--- src/rtl/rs_atl_pkg.sv ---
// Shared definitions for the RS syndrome block: FSM encoding and GF(2^M) helpers.
// Latency: n/a (elaboration-time constants and functions only).
// Backpressure: n/a.
package rs_atl_pkg;

  typedef enum logic [1:0] {
    ST_IDLE  = 2'd0,
    ST_ACCUM = 2'd1,
    ST_HOLD  = 2'd2
  } state_t;

  // Widest field the helper functions can describe.
  localparam int GF_MAX_M = 16;

  // Multiply a field element by alpha (one LFSR step) for a field of width m.
  function automatic logic [GF_MAX_M-1:0] gf_xtime(input logic [GF_MAX_M-1:0] a,
                                                   input int m, input int irrpol);
    logic [GF_MAX_M:0] t;
    t = {a, 1'b0};
    if (t[m]) t = t ^ (GF_MAX_M+1)'(irrpol);
    return t[GF_MAX_M-1:0];
  endfunction

  // Alpha-power table entry: alpha^k in the field generated by irrpol.
  function automatic logic [GF_MAX_M-1:0] gf_alpha_pow(input int k, input int m,
                                                       input int irrpol);
    logic [GF_MAX_M-1:0] v;
    int order;
    int e;
    order = (1 << m) - 1;
    e     = k % order;
    v     = GF_MAX_M'(1);
    for (int j = 0; j < e; j++) v = gf_xtime(v, m, irrpol);
    return v;
  endfunction

  // Exponent of the i-th generator root.
  function automatic int root_exp(input int i, input int genstart, input int rootspace);
    return genstart + i * rootspace;
  endfunction

endpackage

--- src/rtl/gf_mult_const.sv ---
// Multiplies a GF(2^M) symbol by the fixed constant alpha^K.
// Latency: combinational.
// Backpressure: none (pure datapath).
module gf_mult_const
  import rs_atl_pkg::*;
#(
  parameter int M      = 4,
  parameter int IRRPOL = 19,
  parameter int K      = 0
) (
  input  logic [M-1:0] a,
  output logic [M-1:0] y
);

  localparam logic [GF_MAX_M-1:0] C_FULL = gf_alpha_pow(K, M, IRRPOL);
  localparam logic [M-1:0]        C      = C_FULL[M-1:0];
  localparam logic [GF_MAX_M-1:0] P_FULL = GF_MAX_M'(IRRPOL);
  localparam logic [M-1:0]        POLY   = P_FULL[M-1:0];

  logic [M-1:0] shf;
  logic [M-1:0] prod;

  // Shift-and-add against the constant, reducing the shifted operand each step.
  always_comb begin
    prod = '0;
    shf  = a;
    for (int j = 0; j < M; j++) begin
      if (C[j]) prod = prod ^ shf;
      shf = {shf[M-2:0], 1'b0} ^ (shf[M-1] ? POLY : '0);
    end
    y = prod;
  end

endmodule

--- src/rtl/rs_syndrome_atl.sv ---
// Streaming RS syndrome calculator: Horner accumulation of up to CHECK syndromes per block.
// Latency: syn_val one cycle after the eop symbol is accepted.
// Backpressure: sink_ena drops while a result is held; held until source_ena=1.
module rs_syndrome_atl
  import rs_atl_pkg::*;
#(
  parameter int CHECK     = 6,
  parameter int M         = 4,
  parameter int IRRPOL    = 19,
  parameter int GENSTART  = 0,
  parameter int ROOTSPACE = 1,
  parameter int WIDE      = 3
) (
  input  logic               clk_int,
  input  logic               reset_int,
  input  logic               sink_val,
  input  logic               sink_sop,
  input  logic               sink_eop,
  input  logic [M-1:0]       rsin,
  input  logic [WIDE-1:0]    numcheck,
  output logic               sink_ena,
  input  logic               source_ena,
  output logic               syn_val,
  output logic [CHECK*M-1:0] syn,
  output logic               err_flag,
  output logic               proto_err
);

  // Count value of the 14th symbol for M=4: one more non-eop symbol overruns a codeword.
  localparam logic [M-1:0] CNT_LAST = {M{1'b1}} - M'(1);

  state_t          state, state_nxt;
  logic            accept;
  logic            do_load, do_step, do_clear, perr_nxt;
  logic [WIDE-1:0] nc_in, nc_lat;
  logic [CHECK-1:0] mask_in, mask_lat;
  logic [M-1:0]    count;
  logic [M-1:0]    acc [CHECK];
  logic [M-1:0]    mul [CHECK];

  assign accept = sink_val & sink_ena;

  // Out-of-range check counts fall back to the full CHECK syndromes.
  always_comb begin
    nc_in = numcheck;
    if (numcheck == '0 || int'(numcheck) > CHECK) nc_in = WIDE'(CHECK);
  end

  // Per-syndrome enables for the incoming and the latched check count.
  always_comb begin
    mask_in  = '0;
    mask_lat = '0;
    for (int i = 0; i < CHECK; i++) begin
      mask_in[i]  = (i < int'(nc_in));
      mask_lat[i] = (i < int'(nc_lat));
    end
  end

  for (genvar g = 0; g < CHECK; g++) begin : g_root
    gf_mult_const #(
      .M      (M),
      .IRRPOL (IRRPOL),
      .K      (root_exp(g, GENSTART, ROOTSPACE))
    ) u_mult (
      .a (acc[g]),
      .y (mul[g])
    );
  end

  // Next-state and datapath controls from the framing of the accepted symbol.
  always_comb begin
    state_nxt = state;
    do_load   = 1'b0;
    do_step   = 1'b0;
    do_clear  = 1'b0;
    perr_nxt  = 1'b0;
    case (state)
      ST_IDLE: begin
        if (accept) begin
          if (sink_sop) begin
            do_load   = 1'b1;
            state_nxt = sink_eop ? ST_HOLD : ST_ACCUM;
          end else begin
            perr_nxt = 1'b1;
          end
        end
      end
      ST_ACCUM: begin
        if (accept) begin
          if (sink_sop) begin
            perr_nxt  = 1'b1;
            do_load   = 1'b1;
            state_nxt = sink_eop ? ST_HOLD : ST_ACCUM;
          end else if (sink_eop) begin
            do_step   = 1'b1;
            state_nxt = ST_HOLD;
          end else if (count == CNT_LAST) begin
            perr_nxt  = 1'b1;
            do_clear  = 1'b1;
            state_nxt = ST_IDLE;
          end else begin
            do_step = 1'b1;
          end
        end
      end
      ST_HOLD: begin
        if (source_ena) state_nxt = ST_IDLE;
      end
      default: state_nxt = ST_IDLE;
    endcase
  end

  // State register.
  always_ff @(posedge clk_int or negedge reset_int) begin
    if (!reset_int) state <= ST_IDLE;
    else            state <= state_nxt;
  end

  // Registered handshake/status outputs, check-count latch and symbol counter.
  always_ff @(posedge clk_int or negedge reset_int) begin
    if (!reset_int) begin
      sink_ena  <= 1'b0;
      syn_val   <= 1'b0;
      proto_err <= 1'b0;
      nc_lat    <= '0;
      count     <= '0;
    end else begin
      sink_ena  <= (state_nxt != ST_HOLD);
      syn_val   <= (state_nxt == ST_HOLD);
      proto_err <= perr_nxt;
      if (do_load) begin
        nc_lat <= nc_in;
        count  <= M'(1);
      end else if (do_step) begin
        count <= count + M'(1);
      end else if (do_clear) begin
        count <= '0;
      end
    end
  end

  // Syndrome accumulators: load on sop, Horner step otherwise, unused slots forced to zero.
  always_ff @(posedge clk_int or negedge reset_int) begin
    if (!reset_int) begin
      for (int i = 0; i < CHECK; i++) acc[i] <= '0;
    end else begin
      for (int i = 0; i < CHECK; i++) begin
        if (do_load)       acc[i] <= mask_in[i]  ? rsin : '0;
        else if (do_step)  acc[i] <= mask_lat[i] ? (mul[i] ^ rsin) : '0;
        else if (do_clear) acc[i] <= '0;
      end
    end
  end

  // Pack S0 at the bottom of the result bus.
  always_comb begin
    syn = '0;
    for (int i = 0; i < CHECK; i++) syn[i*M +: M] = acc[i];
  end

  assign err_flag = |syn;

endmodule
--- config.mk ---
export PLATFORM = sky130hd
export DESIGN_NAME = rs_syndrome_atl
export DESIGN_NICKNAME = d
export VERILOG_FILES = /design/src/rtl/rs_atl_pkg.sv /design/src/rtl/gf_mult_const.sv /design/src/rtl/rs_syndrome_atl.sv
export SDC_FILE = /design/constraint.sdc
export NUM_CORES = 1
export LEC_CHECK = 0
export ABC_CLOCK_PERIOD_IN_PS = 1800
export CORE_MARGIN = 2
export CORE_UTILIZATION = 40
export CTS_BUF_LIST = sky130_fd_sc_hd__clkbuf_8 sky130_fd_sc_hd__clkbuf_16
export DETAILED_ROUTE_END_ITERATION = 10
export MAX_ROUTING_LAYER = met4
export PLACE_DENSITY = 0.66
export SYNTH_ARGS = -nofsm -noshare
export SYNTH_HDL_FRONTEND = slang
export SYNTH_SLANG_ARGS = --single-unit
--- constraint.sdc ---
create_clock -name clk_int -period 1.8 [get_ports clk_int]
set_input_delay 0.36 -clock clk_int [delete_from_list [all_inputs] [get_ports clk_int]]
set_output_delay 0.36 -clock clk_int [all_outputs]
set_load 0.02 [all_outputs]
==> run summary, run 1 <==
The detail-routed net length per standard cell came out at 15.80 um. The area of the core came out at 0.005473 mm^2. STA classifies the critical path endpoint as an output port. The combined buffer and inverter count along the critical path is 2. The depth of the CTS H-tree is 2. The share of flip-flops with an asynchronous set or reset after synthesis is 100.0%. The multi-input combinational cell area came out at 0.001259 mm^2.

The post-route DRC violation count came out at 0. The finished cells cover 0.003440 mm^2. The number of max-slew violations in the final report is 0. The later pin in the worst-skew pair is clocked with a latency of 0.29 ns. For this run, the total global-route usage over all layers was measured as 23.71%. The setup-violating endpoint count in the final report is 1. The number of enable flip-flop cells after synthesis is 0.

The type of the most critical hold path is in2async. The number of cells on the critical path is 6. The number of clock sinks came out at 36. Summing every instance area after synthesis gives 0.002242 mm^2.

Summing all placed instances gives a cell area of 0.003257 mm^2. Broken down by cell family, the worst path's largest delay share belongs to simple AND/OR/NAND/NOR gates. The run finished, with violations left. The least setup slack across all paths after layout is -0.4073 ns. The slowest stage cell on the critical path is sky130_fd_sc_hd__or4b_4.

The chip height is 78.87 um. When the netlist entered floorplanning its net count stood at 264. The tightest hold margin came out at 0.4777 ns.

The worst-case IR drop observed on VDD is 0.7351 mV. The most used flip-flop cell after synthesis is sky130_fd_sc_hd__dfrtp_1. The die covers 0.006220 mm^2. Yosys attributes the largest share of cell area to sky130_fd_sc_hd__dfrtp_1, sky130_fd_sc_hd__xnor2_1, sky130_fd_sc_hd__o21ai_0.

The top routing layer in use is met4. Setup repair after global routing could not meet its margin everywhere. In this run the remaining antenna-violating nets after routing total 0. The final reports fail on negative setup slack. The post-CTS setup-driven buffer insertion count is 0.

The total power after layout is 4.186 mW. The routed length on met3 is 416 um. The maximum buffer depth of the clock tree came out at 2. The first global-routing pass estimated 11.16 mm of wire.

For the pin with the worst max-slew slack, the measured transition is 0.4696 ns. The largest clock skew in the final design came out at 0.007018 ns. The number of placed I/O pins came out at 41. The maximum single-stage delay on the critical path came out at 0.48 ns. The via count of the first global-routing pass is 2384.

The total via count in the routed design is 2323. The startpoint identified for the worst register-to-register timing path is count[0]$_DFFE_PN0P_. The capture instance of the worst register-to-register path is syn[2]$_DFFE_PN0P_. The number of standard-cell rows in the floorplan came out at 27. At the worst endpoint, the required time is 1.44 ns. The maximum fanout along the worst path is 2. For this run, the share of the core covered by cells in the final layout is 62.85%. The number of antenna violations at the first check in global routing came out at 1.

TritonCTS built the clock tree. The largest net degree at the start of global routing came out at 37. The area added between synthesis and finish came out at 53.40%. The half-perimeter wire length after detailed placement is 5.100 mm. The number of hold buffers added after cts came out at 0.

In the synthesized netlist, the cells that appear most often are sky130_fd_sc_hd__dfrtp_1, sky130_fd_sc_hd__o21ai_0, sky130_fd_sc_hd__nand2_1, sky130_fd_sc_hd__xnor2_1, sky130_fd_sc_hd__inv_1. The CTS buffer count is 5. In this run the worst setup path terminates at err_flag. The final net count came out at 373. The sequential element share of the synthesized area is 40.18%. The maximum clock rate is 453.0 MHz. The number of cell instances on the worst register-to-register path came out at 6. The flop and latch count out of synthesis came out at 36. For this block, the routed nets add up to 6.762 mm of wire.

The top-area cell type share of the netlist area is 40.18%. The routed length on met2 is 3.198 mm. The most critical setup path has its startpoint at syn[14]$_DFFE_PN0P_. For this block, wires on met1 add up to 3.015 mm.

Summed over all instances, the cell type with the most area after synthesis is sky130_fd_sc_hd__dfrtp_1. Yosys instantiated no cell more often than sky130_fd_sc_hd__dfrtp_1. The total of fill cells in the finished design is 498. The worst-case register-to-register setup slack came out at 0.04 ns. The root buffer cell chosen for the clock tree is sky130_fd_sc_hd__clkbuf_8.

The synthesized instance count came out at 245. The weighted congestion reported at the end of routability-driven placement is 0.8615. The total of warnings raised by yosys is 0. The final number of hold-violating endpoints came to 0. The horizontal die dimension came out at 78.87 um. Walking the worst path, the cells encountered are inv_2 -> ha_1 -> or4b_4 -> nor4_4 -> nand4_1 -> buf_2. The category of the worst setup path launch point is a register. Of the cells placed in the final design, the portion with a size suffix greater than 1 is 29.30%. The leftover overflow at the end of global routing came out at 0. In this run the power density over the cells is 1217 mW/mm^2. The number of I/O port buffers is 40.

Summed over all cells, the static leakage comes to 1.589 nW. The synthesized area per cell is 9.152 um^2. The count of cells in the finished layout, fillers not included, comes to 428.

For this block, the initial DRC count from the detailed router was 148. The portion of the clock cycle consumed by the worst path in the final layout is 122.6%. The area of all sequential standard cells came out at 903.4 um^2. The arrival time reported for the critical path endpoint is 1.85 ns. The worst slew slack as a fraction of its limit is 68.69%. The critical path class is reg2out. Across the run, the number of max-cap violations was 0. The detailed-route vias per instance came out at 5.428. The number of search-and-repair iterations in the first detailed-routing pass is 4.

Clock-pin slew was measured on the worst setup and hold paths at 0.08 ns. The post-layout minimum cycle time is 2.207 ns. The distinct cell type count of the synthesized netlist came out at 48. In this run, placement finished with an instance count of 418. The starting density of the core is 40.97%.
## logic make-up (layout without fill, tap and decap cells)
family	count (synthesis)	after routing	synth area share (%)
AO/OA/AOI/OAI	74	74	22.43
AND/OR/NAND/NOR	71	71	17.91
flip-flops	36	36	40.18
buffers and inverters	32	142	5.915
XOR/XNOR	25	25	9.766
adder cells (fa/ha/maj)	6	6	3.348
multiplexers	1	1	0.4464
other	0	1	0
## where the power goes
| part | internal [mW] | switching (mW) | leakage, nW | total, mW |
|---|---|---|---|---|
| Clock | 0.410 | 0.324 | 0.0541 | 0.735 |
| Sequential | 1.03 | 0.161 | 0.458 | 1.19 |
| Combinational | 1.16 | 1.10 | 1.08 | 2.26 |
## registers in the layout (all words and copies together), names as in the netlist
register and flops:
syn_val 1, syn 24, state 2, proto_err 1, sink_ena 1, nc_lat 3
count 4
## repair_timing
| action | in CTS | in global routing |
|---|---|---|
| pin swaps | 2 | 4 |
| endpoints found under the setup margin | 12 | 23 |
| gates cloned | 1 | 0 |
| resized for setup | 10 | 13 |
## worst reg2reg max path, stage by stage, from the launching register on
cell	delay (ns)
sky130_fd_sc_hd__dfrtp_1	0.35
sky130_fd_sc_hd__inv_1	0.07
sky130_fd_sc_hd__ha_2	0.19
sky130_fd_sc_hd__and4b_4	0.19
sky130_fd_sc_hd__or4_4	0.56
sky130_fd_sc_hd__o21ai_0	0.20
sky130_fd_sc_hd__a32o_1	0.15
## cell usage in the layout, fill, tap and decap left out, types with 2 or more instances in the layout
cell and n:
sky130_fd_sc_hd__o21ai_1 3, sky130_fd_sc_hd__nand2_1 20, sky130_fd_sc_hd__nand3b_1 2, sky130_fd_sc_hd__or3_1 4
sky130_fd_sc_hd__ha_1 5, sky130_fd_sc_hd__nor3b_1 2, sky130_fd_sc_hd__nor4_1 4, sky130_fd_sc_hd__nand4_1 2
sky130_fd_sc_hd__o21a_1 3, sky130_fd_sc_hd__dlymetal6s2s_1 7, sky130_fd_sc_hd__nor4b_1 2, sky130_fd_sc_hd__xor2_1 5
sky130_fd_sc_hd__clkbuf_8 5, sky130_fd_sc_hd__a21oi_1 9, sky130_fd_sc_hd__nor2b_1 2, sky130_fd_sc_hd__dfrtp_2 2
sky130_fd_sc_hd__o2111ai_1 2, sky130_fd_sc_hd__o21ai_2 3, sky130_fd_sc_hd__a22oi_1 3, sky130_fd_sc_hd__nor2_1 10
sky130_fd_sc_hd__o21ai_0 21, sky130_fd_sc_hd__or4_4 2, sky130_fd_sc_hd__xnor2_1 20, sky130_fd_sc_hd__clkdlybuf4s50_1 31
sky130_fd_sc_hd__a32oi_1 8, sky130_fd_sc_hd__buf_4 76, sky130_fd_sc_hd__a32o_1 4, sky130_fd_sc_hd__a21o_1 3
sky130_fd_sc_hd__nand3_1 6, sky130_fd_sc_hd__o221ai_1 5, sky130_fd_sc_hd__inv_1 15, sky130_fd_sc_hd__nand4b_1 2
sky130_fd_sc_hd__nor3_1 3, sky130_fd_sc_hd__dfrtp_1 34, sky130_fd_sc_hd__a31oi_1 3
## cell type report
| cell class | instances | share of cell area (%) |
|---|---|---|
| clock buffer | 5 | 2.001 |
| antenna | 1 | 0.07275 |
| multi-input combinational | 177 | 36.60 |
| clock inverter | 3 | 1.237 |
| tap | 72 | 2.619 |
| sequential | 36 | 26.26 |
| inverter | 16 | 1.746 |
| timing repair buffer | 118 | 29.47 |
## metal layers
| metal | vias up | GRT usage (%) |
|---|---|---|
| met2 | 65 | 38.12 |
| met3 | 15 | 4.091 |
| li1 | 1124 | - |
| met5 | - | - |
| met4 | 0 | 8.793 |
| met1 | 1119 | 30.30 |
## metrics by stage
| step | TNS [ns] | worst slack, ns |
|---|---|---|
| after global routing | -0.5111 | -0.5111 |
| after detailed placement | -7.933 | -0.6841 |
| after global placement | -7.335 | -0.6103 |
| final | -0.4073 | -0.4073 |
| after CTS | -0.4157 | -0.4157 |
| after floorplan | -0.1017 | -0.1017 |
## how the worst min path moves through the flow
stage | to | cells past startpoint | slack, ns | start
2_1_floorplan | count[0]$_DFFE_PN0P_ | 0 | 0.06 | reset_int
5_1_grt | nc_lat[1]$_DFFE_PN0P_ | 2 | 0.51 | reset_int
6_report | syn_val$_DFF_PN0_ | 2 | 0.48 | reset_int
4_1_cts | syn_val$_DFF_PN0_ | 2 | 0.50 | reset_int
3_3_place_gp | nc_lat[0]$_DFFE_PN0P_ | 2 | 0.50 | nc_lat[0]$_DFFE_PN0P_
3_5_place_dp | nc_lat[0]$_DFFE_PN0P_ | 2 | 0.52 | nc_lat[0]$_DFFE_PN0P_
Note: power is estimated with default switching activity, not from simulation.
==> run 2: changes to the inputs <==
Settings changed: ABC_CLOCK_PERIOD_IN_PS 1800 to 2100, PLACE_DENSITY 0.66 to not set.
Clock period 1.8 ns to 2.1 ns, I/O delays scaled along.
==> run summary, run 2 (synthesis results as in run 1) <==
The number of search-and-repair iterations in the first detailed-routing pass is 4. The detailed-route vias per instance is 5.485. Cells with a size suffix above 1 make up 19.75% of the layout. For this design, the slowest cell found on the critical path is sky130_fd_sc_hd__or4b_4. The total global routing track utilization is 23.27%.

The analysis attributes to cell leakage a power of 1.355 nW. TritonCTS built the clock tree. The post-route DRC violation count is 0.

For the worst setup path, the data arrival time is 1.86 ns. The maximum fanout along the worst path is 2. The element type at the critical path end is an output port. The largest clock skew in the final design is 0.008114 ns. The routed design could run at a clock period as short as 2.283 ns.

The final number of hold-violating endpoints is 0. The number of max-slew violations in the final report came to 0. The via count of the first global-routing pass came to 2151.

The routed layout has 2172 vias. Dividing total power by cell area gives a power density of 1069 mW/mm^2. In the layout the commonest cells are sky130_fd_sc_hd__buf_4, sky130_fd_sc_hd__clkdlybuf4s50_1, sky130_fd_sc_hd__dfrtp_1.

The largest net degree at the start of global routing is 25. Measured along the x axis, the die boundary spans 78.87 um. The number of DRC violations after detailed-routing iteration 0 is 164.

The final reports fail on negative setup slack. The critical path goes through inv_1 -> ha_1 -> or4b_4 -> nor4_4 -> nand4_1 -> buf_6. The starting density of the core is 40.97%. The worst path uses 108.7% of the clock period.

The worst slew slack as a fraction of its limit came out at 61.32%. Detailed placement finished with a half-perimeter wire length of 4.872 mm. The detail-routed net length per standard cell came out at 16.49 um. The type of the most critical hold path is in2async. Setup violations remaining at the end of the flow were counted as 1. The total of fill cells in the finished design came out at 522. The peak supply drop is 0.5232 mV. After clock tree synthesis, the clock-pin slew on the worst setup and hold paths is 0.08 ns. The maximum single-stage delay on the critical path is 0.48 ns.

Leaving out fill and tap cells, the most frequent cell in the layout is sky130_fd_sc_hd__buf_4. The first global-routing pass estimated 10.84 mm of wire. The clock drives 36 sinks. In this run, placement finished with an instance count of 386. The flow ran to the end, but the final reports show violations. The total die area came out at 0.006220 mm^2.

Setup repair after global routing could not meet its margin everywhere. The initialized floorplan defines 27 standard-cell rows. The category of the worst setup path launch point is a register.

Derived from the worst setup path, the maximum achievable clock frequency is 438.0 MHz. The required time at the worst-slack endpoint came out at 1.68 ns. The chip height came out at 78.87 um. The CTS buffer count came out at 5.

Once layout is complete, the utilization of the core stands at 57.82%. The number of cells in the finished layout apart from fillers came out at 396. CTS placed an instance of sky130_fd_sc_hd__clkbuf_8 at the clock tree root. The area of the core is 0.005473 mm^2. Summed over all layers, the global routing overflow is 0. The depth of the CTS H-tree is 2. The maximum buffer depth of the clock tree is 2. Wires add up to 6.531 mm. The number of I/O port buffers came out at 40. Once routing completed, OpenROAD measured the worst setup slack at -0.1829 ns. The number of diodes is 0. The setup path with the least slack is of type reg2out. Routability-driven placement finished with a final weighted congestion of 0.8652. The number of placed I/O pins came out at 41. The number of antenna-violating nets in the routed design came out at 0. The largest delay contributor family on the critical path is simple AND/OR/NAND/NOR gates. Counting both buffers and inverters, the worst setup path holds a total of 2. The slew of the pin with the lowest slew margin is 0.5801 ns. The number of max-capacitance violations reported is 0.

The source-to-sink clock delay at the later pin of the worst-skew pair is 0.29 ns. The area added between synthesis and finish is 41.13%. The number of antenna violations at the first check in global routing came to 0. The multi-input combinational cells in the finished layout cover a total of 0.001231 mm^2.

The area of all sequential standard cells is 900.9 um^2. The register with the most flip-flops in the layout has 24 of them. The final net count came out at 342. Setup slack on the worst reg-to-reg path comes out at 0.20 ns.
==> run 2: area by class of cell <==
cell class,count,share of cell area (%)
multi-input cells,177,38.91
flip-flops and latches,36,28.47
repair buffers,87,24.48
well taps,72,2.847
clock buffers,5,2.175
inverters,16,1.898
clock inverters,3,1.226
==> run 2: worst paths after layout <==
check,startpoint,end,cells past startpoint
worst min register to register,state[1]$_DFF_PN0_,state[0]$_DFF_PN0_,1
worst max-delay path,syn[14]$_DFFE_PN0P_,err_flag,6
min in group clk_int,state[1]$_DFF_PN0_,state[0]$_DFF_PN0_,1
worst max register to register,count[0]$_DFFE_PN0P_,syn[8]$_DFFE_PN0P_,6
worst min-delay path,reset_int,syn[18]$_DFFE_PN0P_,1
max in group asynchronous,reset_int,count[3]$_DFFE_PN0P_,2
==> run 2: what timing repair did <==
item / 4_1_cts / 5_1_grt
setup buffers: 1 / 1
pin swaps: 2 / 2
hold buffers: 0 / 0
endpoints found under the setup margin: 1 / 5
gates resized for setup: 8 / 2
==> run 2: power by group <==
| part | internal (mW) | switching, mW |
|---|---|---|
| Sequential | 0.883 | 0.217 |
| Combinational | 0.869 | 0.807 |
| Clock | 0.348 | 0.261 |
==> run 2: metrics by stage <==
| step | setup TNS [ns] | power (mW) | hold WS, ns | area (um^2) | worst slack [ns] |
|---|---|---|---|---|---|
| after floorplan | 0 | 1.976 | 0.1244 | 2242 | 0.01353 |
| after global placement | -0.8355 | 2.726 | 0.4608 | 3018 | -0.3247 |
| after detailed placement | -1.309 | 2.740 | 0.4591 | 3018 | -0.4246 |
| after CTS | -0.2172 | 3.396 | 0.1407 | 3149 | -0.2172 |
| after global routing | -0.2777 | 3.617 | 0.1469 | 3164 | -0.2777 |
| final | -0.1829 | 3.384 | 0.1151 | 3164 | -0.1829 |
==> run 2: routing by layer <==
layer | track usage [%] | routed length, um | vias up
met5 | - | 0 | -
met4 | 6.379 | 76 | 0
met3 | 4.205 | 293 | 6
met2 | 35.47 | 3059 | 53
met1 | 32.09 | 3101 | 1058
li1 | - | - | 1055
